**src/rtl/lamp_ctrl_pkg.sv**
```systemverilog
`default_nettype none
// ============================================================================
//  Module   : lamp_ctrl_pkg
//  Purpose  : Shared definitions for the staircase-lamp timer controller.
//             Holds the lamp state encoding reported on lamp_state.
//  Contents : lamp_state_t  IDLE = 2'b00, ON = 2'b01, WARN = 2'b10
//  Revision : 1.0  initial release
// ============================================================================
package lamp_ctrl_pkg;

    // Encoding is externally visible on lamp_state, so it is pinned explicitly.
    typedef enum logic [1:0] {
        IDLE = 2'b00,
        ON   = 2'b01,
        WARN = 2'b10
    } lamp_state_t;

endpackage : lamp_ctrl_pkg
`default_nettype wire

```
**src/rtl/lamp_sw_edge.sv**
```systemverilog
`default_nettype none
// ============================================================================
//  Module   : lamp_sw_edge
//  Purpose  : Per-bit two-flop synchronizer followed by a rising-edge detector
//             for the raw wall-switch levels.
//  Ports    : clk      in   system clock, rising edge
//             rst      in   asynchronous reset, active-high
//             s        in   [N_SW] raw switch levels (asynchronous to clk)
//             sw_edge  out  [N_SW] one-cycle pulse per synchronized rising edge
//  Revision : 1.0  initial release
// ============================================================================
module lamp_sw_edge
    import lamp_ctrl_pkg::*;
#(
    parameter int N_SW = 3
) (
    input  logic            clk,
    input  logic            rst,
    input  logic [N_SW-1:0] s,
    output logic [N_SW-1:0] sw_edge
);

    logic [N_SW-1:0] r_sync1;
    logic [N_SW-1:0] r_sync2;
    logic [N_SW-1:0] r_prev;

    always_ff @(posedge clk or posedge rst) begin
        if (rst) begin
            r_sync1 <= '0;
            r_sync2 <= '0;
            r_prev  <= '0;
        end else begin
            r_sync1 <= s;
            r_sync2 <= r_sync1;
            r_prev  <= r_sync2;
        end
    end

    // r_prev clears in reset, so a switch already high when reset is released
    // produces exactly one edge once it has crossed the synchronizer.
    assign sw_edge = r_sync2 & ~r_prev;

endmodule : lamp_sw_edge
`default_nettype wire

```
**src/rtl/lamp_timer_ctrl.sv**
```systemverilog
`default_nettype none
// ============================================================================
//  Module   : lamp_timer_ctrl
//  Purpose  : Timed staircase-lamp controller. A rising edge on any wall
//             switch lights the lamp and (re)starts a shared on-timer. The
//             last WARN_CYCLES of the lit period are a warning phase, after
//             which the lamp turns off by itself.
//  Ports    : clk         in   system clock, rising edge
//             rst         in   asynchronous reset, active-high
//             S           in   [N_SW] raw switch levels (asynchronous)
//             F           out  lamp drive
//             lamp_state  out  [2] 00 IDLE, 01 ON, 10 WARN
//             remaining   out  [$clog2(ON_CYCLES)] current timer value
//             sw_edge     out  [N_SW] per-switch rising-edge pulse (debug)
//  Config   : LAMP_WARN_BLINK_EN  defined   -> F blinks during WARN
//                                 undefined -> F held high during WARN, no
//                                              blink counter built
//  Revision : 1.0  initial release
// ============================================================================
module lamp_timer_ctrl #(
    parameter int N_SW        = 3,
    parameter int ON_CYCLES   = 300,
    parameter int WARN_CYCLES = 50,
    parameter int BLINK_HALF  = 5
) (
    input  logic                         clk,
    input  logic                         rst,
    input  logic [N_SW-1:0]              S,
    output logic                         F,
    output logic [1:0]                   lamp_state,
    output logic [$clog2(ON_CYCLES)-1:0] remaining,
    output logic [N_SW-1:0]              sw_edge
);

    import lamp_ctrl_pkg::*;

    localparam int W = $clog2(ON_CYCLES);

    localparam logic [W-1:0] c_RELOAD  = W'(ON_CYCLES - 1);
    localparam logic [W-1:0] c_WARN_AT = W'(WARN_CYCLES);

    lamp_state_t     r_state;
    logic [W-1:0]    r_timer;
    logic            r_f;

    logic [N_SW-1:0] w_sw_edge;
    logic            w_trig;
    logic            w_warn_f;   // lamp level for the next WARN cycle

    // ------------------------------------------------------------------
    // Input path
    // ------------------------------------------------------------------
    lamp_sw_edge #(
        .N_SW    (N_SW)
    ) u_sw_edge (
        .clk     (clk),
        .rst     (rst),
        .s       (S),
        .sw_edge (w_sw_edge)
    );

    // Any number of simultaneous edges collapses into a single trigger.
    assign w_trig = |w_sw_edge;

    // ------------------------------------------------------------------
    // WARN blink phase
    // ------------------------------------------------------------------
`ifdef LAMP_WARN_BLINK_EN
    localparam int BW = $clog2(2 * BLINK_HALF);

    localparam logic [BW-1:0] c_BLINK_LAST = BW'(2 * BLINK_HALF - 1);
    localparam logic [BW-1:0] c_BLINK_HALF = BW'(BLINK_HALF);

    logic [BW-1:0] r_blink;
    logic [BW-1:0] w_blink_nxt;

    assign w_blink_nxt = (r_blink == c_BLINK_LAST) ? '0 : r_blink + 1'b1;

    // Lit for the first BLINK_HALF counts of each period, dark for the rest.
    assign w_warn_f = (w_blink_nxt < c_BLINK_HALF);

    // Advances only on a WARN cycle that stays in WARN; every other cycle
    // forces it to 0, which also clears it ahead of each WARN entry.
    always_ff @(posedge clk or posedge rst) begin
        if (rst) begin
            r_blink <= '0;
        end else if ((r_state == WARN) && !w_trig && (r_timer != '0)) begin
            r_blink <= w_blink_nxt;
        end else begin
            r_blink <= '0;
        end
    end
`else
    // Solid lamp throughout WARN; BLINK_HALF is at least 1, so this is high.
    assign w_warn_f = (BLINK_HALF > 0);
`endif

    // ------------------------------------------------------------------
    // Lamp FSM and on-timer
    // ------------------------------------------------------------------
    // F is registered alongside the state so the lamp pin is glitch-free.
    // A trigger is checked before any state-specific behaviour, so it wins
    // over expiry and the lamp never goes dark on a coincident switch edge.
    always_ff @(posedge clk or posedge rst) begin
        if (rst) begin
            r_state <= IDLE;
            r_timer <= '0;
            r_f     <= 1'b0;
        end else if (w_trig) begin
            r_state <= ON;
            r_timer <= c_RELOAD;
            r_f     <= 1'b1;
        end else begin
            case (r_state)
                ON: begin
                    r_timer <= r_timer - 1'b1;
                    r_f     <= 1'b1;
                    // Leaving WARN_CYCLES means WARN_CYCLES-1 .. 0 remain.
                    if (r_timer == c_WARN_AT) begin
                        r_state <= WARN;
                    end
                end
                WARN: begin
                    if (r_timer == '0) begin
                        r_state <= IDLE;
                        r_f     <= 1'b0;
                    end else begin
                        r_timer <= r_timer - 1'b1;
                        r_f     <= w_warn_f;
                    end
                end
                default: begin
                    // IDLE, plus recovery from the unused encoding.
                    r_state <= IDLE;
                    r_timer <= '0;
                    r_f     <= 1'b0;
                end
            endcase
        end
    end

    // ------------------------------------------------------------------
    // Outputs
    // ------------------------------------------------------------------
    assign F          = r_f;
    assign lamp_state = r_state;
    assign remaining  = r_timer;
    assign sw_edge    = w_sw_edge;

endmodule : lamp_timer_ctrl
`default_nettype wire

```
**config.mk**
```make
export PLATFORM = sky130hd
export DESIGN_NAME = lamp_timer_ctrl
export DESIGN_NICKNAME = d
export VERILOG_FILES = /design/src/rtl/lamp_ctrl_pkg.sv /design/src/rtl/lamp_sw_edge.sv /design/src/rtl/lamp_timer_ctrl.sv
export SDC_FILE = /design/constraint.sdc
export NUM_CORES = 1
export LEC_CHECK = 0
export BUFFER_PORTS_ARGS = -buffer_cell sky130_fd_sc_hd__buf_4
export CAP_MARGIN = 20
export CORE_MARGIN = 4
export CORE_UTILIZATION = 35
export CTS_BUF_LIST = sky130_fd_sc_hd__clkbuf_16
export CTS_CLUSTER_DIAMETER = 200
export DETAILED_ROUTE_END_ITERATION = 8
export HOLD_SLACK_MARGIN = 0.06
export SYNTH_ARGS = -nofsm -noshare
export SYNTH_HDL_FRONTEND = slang
export SYNTH_SLANG_ARGS = --single-unit
export TNS_END_PERCENT = 20
```
**constraint.sdc**
```tcl
create_clock -name clk -period 2 [get_ports clk]
set_input_delay 0.4 -clock clk [delete_from_list [all_inputs] [get_ports clk]]
set_output_delay 0.4 -clock clk [all_outputs]
set_load 0.03 [all_outputs]
```
==> Implementation_results.wiki <==
{| class="wikitable"
! Metric !! Value
|-
| Outcome || finished clean
|-
| Ports placed on the boundary || 20
|-
| Total wirelength of the detailed-routed design || 1790 µm
|-
| Net switching power || around 240 µW
|-
| Worst endpoint required time || roughly 2.1 ns
|-
| # DRC || 0
|-
| Slack of the worst reg-to-reg path || between 0.3 and 0.4 ns
|-
| WS Path Type || reg2reg
|-
| Number of distinct standard cells referenced by the synthesized netlist || 25
|-
| Crit start category || flop
|-
| Final worst clock skew || approximately 0.0024 ns
|-
| Clock latency on the worst-skew pair || between 0.2 and 0.3 ns
|-
| Family with the most delay on the worst path || simple AND/OR/NAND/NOR gates
|-
| Longest Clk Path Bufs || 2
|-
| Class of the worst hold path || in2async
|-
| Width of the chip || slightly below 60 µm
|-
| Max Fanout on Critical Path || 6
|-
| Maximum number of pins on one net before global-route repair || 22
|-
| Post-DR wirelength/cell || 13.5 µm
|-
| Reg-to-Reg End || remaining[3]
|-
| Rel. slew slack || 0.658
|-
| Starting utilization of the core area || 0.368
|-
| Part of the power in combinational logic || 0.105
|-
| Core footprint || 2480 µm²
|-
| Sinks on Clock Net || 21
|-
| Post-Syn Instances || between 70 and 80
|-
| Weighted congestion reported at the end of routability-driven placement || around 0.9
|-
| Number of hold violations in the final report || 0
|-
| Number of cell instances on the worst register-to-register path || 4
|-
| Register bit total from synthesis || 21
|-
| Antenna Nets Post-Route || 0
|-
| Number of endpoints failing setup at the final stage || 0
|-
| Peak supply drop || about 0.00050 V
|-
| Switching part of the total || 0.241
|-
| Y dimension of the die || around 60 µm
|-
| Port-buffer cells || 19
|-
| Final total negative setup slack || 0 ns
|-
| Minimum clock period after layout || ~1.6 ns
|-
| Proportion of layout cells with a drive suffix above 1 || 0.272
|-
| Ratio of total power to cell area || between 800 and 900 nW/µm²
|-
| Wire length of the first global-routing pass || 3130 µm
|-
| Clock-pin slew on the worst setup and hold paths || around 0.06 ns
|-
| Leakage power total || approximately 0.00054 µW
|-
| Row count || 18
|-
| Launching instance or port of the critical path || remaining[2]
|-
| Number of optimization iterations in the first detailed-route pass || 4
|-
| Clk Tree Root Cell || sky130_fd_sc_hd__clkbuf_16
|-
| Sequential share of power || 0.464
|-
| Number of violations reported at the end of detailed-routing iteration 0 || 7
|-
| Hold-fix buffers at CTS || 0
|-
| Antenna cells || 0
|-
| Setup repair after global routing missed its margin || false
|-
| Yosys warning count || 0
|-
| Post-route design area || between 1000 and 1500 µm²
|-
| Slowest cell delay on critical path || 0.45 ns
|-
| Resized Gates After CTS || 0
|-
| Cell breakdown of the critical path || nor4_4 -> nand4_1 -> nand2b_1 -> o21ai_0
|-
| Arrival @ worst endpoint || between 1.5 and 2 ns
|-
| Transition at the pin with the smallest max-transition slack || approximately 0.51 ns
|-
| Max_cap viols || 0
|-
| Post-Synthesis Cell Area || ~910 µm²
|-
| Synthesized netlist net count || 89
|-
| Global-route congestion overflow total || 0
|-
| Vias per cell || about 4.8
|-
| Crit end category || flop
|-
| Final-stage net count || 114
|-
| Routed via count || around 640
|-
| H-Tree Level Count || 1
|-
| Post-CTS setup-driven buffer insertion count || 0
|-
| Clock network fraction of total power || 0.432
|-
| Detail Placement HPWL || 1320 µm
|-
| Buf/Inv on CP || 0
|-
| Instance count on the critical path || 4
|-
| Period utilization || 0.818
|-
| Number of antenna violations at the first check in global routing || 0
|-
| Internal Pwr Total || 753 µW
|-
| Final count of pins violating max slew || 0
|-
| Area of the die || 3490 µm²
|-
| GRT Total Usage || 0.123
|-
| Area added between synthesis and finish || 29.6%
|-
| Top achievable clock speed || 611 MHz
|-
| Portion of the post-synthesis area used by sequential elements || 0.576
|-
| Slowest-stage cell, CP || sky130_fd_sc_hd__dfrtp_1
|-
| Cell area reported after detailed placement || around 1100 µm²
|-
| Filler Cell Count || between 200 and 250
|-
| Total CTS buffers || 3
|-
| TritonCTS clock tree || yes
|-
| Avg Synthesized Cell Area || 11.5 µm²
|-
| Worst reg2reg startpoint || remaining[2]
|-
| Via count of the first global-routing pass || between 600 and 700
|}
-- worst max path at each step --
stage | endpoint | slack, ns
finish | remaining[3] | 0.36
global route | remaining[3] | 0.20
CTS | remaining[3] | 0.34
detailed placement | remaining[5] | 0.38
global placement | remaining[3] | 0.45
floorplan | remaining[6] | 0.39
-- tightest hold or removal path, stage by stage --
cell and delay (ns):
sky130_fd_sc_hd__buf_4 0.11, sky130_fd_sc_hd__inv_1 0.04, sky130_fd_sc_hd__buf_4 0.26
-- layout make-up --
type | instances | area [µm²] | area share
clock buffers | 3 | 75.1 | 0.0635
clock inverters | 1 | 7.51 | 0.00635
inverters | 5 | 18.8 | 0.0159
multi-input cells | 53 | 368 | 0.311
flip-flops and latches | 21 | 526 | 0.444
well taps | 30 | 37.5 | 0.0317
repair buffers | 20 | 150 | 0.127
-- metal layers --
layer  vias to the layer above  routed length, µm  global-route usage
li1                        315                  -                   -
met1                       296                809               0.154
met2                        19                851               0.192
met3                         7                 63              0.0196
met4                         0                 70              0.0874
met5                         -                  0                   0
-- flip-flops by register name, indices dropped and copies added (netlist names) --
| name | cells |
|---|---|
| remaining | 9 |
| F | 1 |
| u_sw_edge.r_sync1 | 3 |
| lamp_state | 2 |
| u_sw_edge.r_prev | 3 |
| u_sw_edge.r_sync2 | 3 |
-- cells in the final DEF (no fill, tap or decap), types with 3 or more instances in the layout --
cell,instances
sky130_fd_sc_hd__clkbuf_16,3
sky130_fd_sc_hd__xor2_1,3
sky130_fd_sc_hd__dfrtp_1,21
sky130_fd_sc_hd__nand3_1,3
sky130_fd_sc_hd__xnor2_1,3
sky130_fd_sc_hd__o21ai_0,6
sky130_fd_sc_hd__nor3_1,3
sky130_fd_sc_hd__nor2b_1,3
sky130_fd_sc_hd__ha_1,5
sky130_fd_sc_hd__nor2_1,6
sky130_fd_sc_hd__nand2_1,5
sky130_fd_sc_hd__inv_1,5
sky130_fd_sc_hd__buf_4,20
-- cells in the mapped netlist --
| cell type | instances | area (µm²) |
|---|---|---|
| sky130_fd_sc_hd__a21oi_1 | 1 | 5.00 |
| sky130_fd_sc_hd__a21oi_2 | 1 | 8.76 |
| sky130_fd_sc_hd__a31oi_1 | 1 | 6.26 |
| sky130_fd_sc_hd__and4b_1 | 1 | 10.0 |
| sky130_fd_sc_hd__dfrtp_1 | 21 | 526 |
| sky130_fd_sc_hd__ha_1 | 5 | 62.6 |
| sky130_fd_sc_hd__inv_1 | 5 | 18.8 |
| sky130_fd_sc_hd__nand2_1 | 5 | 18.8 |
| sky130_fd_sc_hd__nand2_2 | 1 | 6.26 |
| sky130_fd_sc_hd__nand2b_1 | 2 | 12.5 |
| sky130_fd_sc_hd__nand3_1 | 3 | 15.0 |
| sky130_fd_sc_hd__nand3b_1 | 1 | 7.51 |
| sky130_fd_sc_hd__nand4_1 | 1 | 6.26 |
| sky130_fd_sc_hd__nor2_1 | 6 | 22.5 |
| sky130_fd_sc_hd__nor2b_1 | 3 | 18.8 |
| sky130_fd_sc_hd__nor3_1 | 3 | 15.0 |
| sky130_fd_sc_hd__nor3_2 | 1 | 10.0 |
| sky130_fd_sc_hd__nor3b_1 | 2 | 15.0 |
| sky130_fd_sc_hd__nor4_4 | 1 | 21.3 |
| sky130_fd_sc_hd__o211ai_1 | 1 | 7.51 |
| sky130_fd_sc_hd__o21a_1 | 1 | 7.51 |
| sky130_fd_sc_hd__o21ai_0 | 6 | 30.0 |
| sky130_fd_sc_hd__or3b_1 | 1 | 8.76 |
| sky130_fd_sc_hd__xnor2_1 | 3 | 26.3 |
| sky130_fd_sc_hd__xor2_1 | 3 | 26.3 |
-- cells by family (layout without fill, tap and decap cells) --
kind of cell,count (synthesis),in the layout,share of synthesized area
buffers and inverters,5,29,0.0206
adder cells (fa/ha/maj),5,5,0.0686
AND/OR/NAND/NOR,31,31,0.206
flip-flops,21,21,0.576
AO/OA/AOI/OAI,11,11,0.0713
XOR/XNOR,6,6,0.0576
-- per-stage QoR --
stage                util  setup WS (ns)  total power, µW  std cells  hold WS [ns]
finish              0.477          0.364              992        133         0.171
detailed placement  0.444          0.381              573        129         0.344
floorplan               -          0.385              531         79         0.331
global route        0.477          0.204             1040        133         0.199
global placement    0.444          0.448              572        129         0.334
CTS                 0.477          0.337             1010        133         0.181
-- power by group through the flow --
stage / Clock (µW) / Combinational, µW / Sequential (µW)
after CTS: 440 / 106 / 460
after global placement: 0 / 105 / 467
final: 428 / 104 / 460
after detailed placement: 0 / 106 / 468
after floorplan: 0 / 51.8 / 480
after global routing: 459 / 117 / 463
No activity file was read; power rests on OpenSTA's default activity.
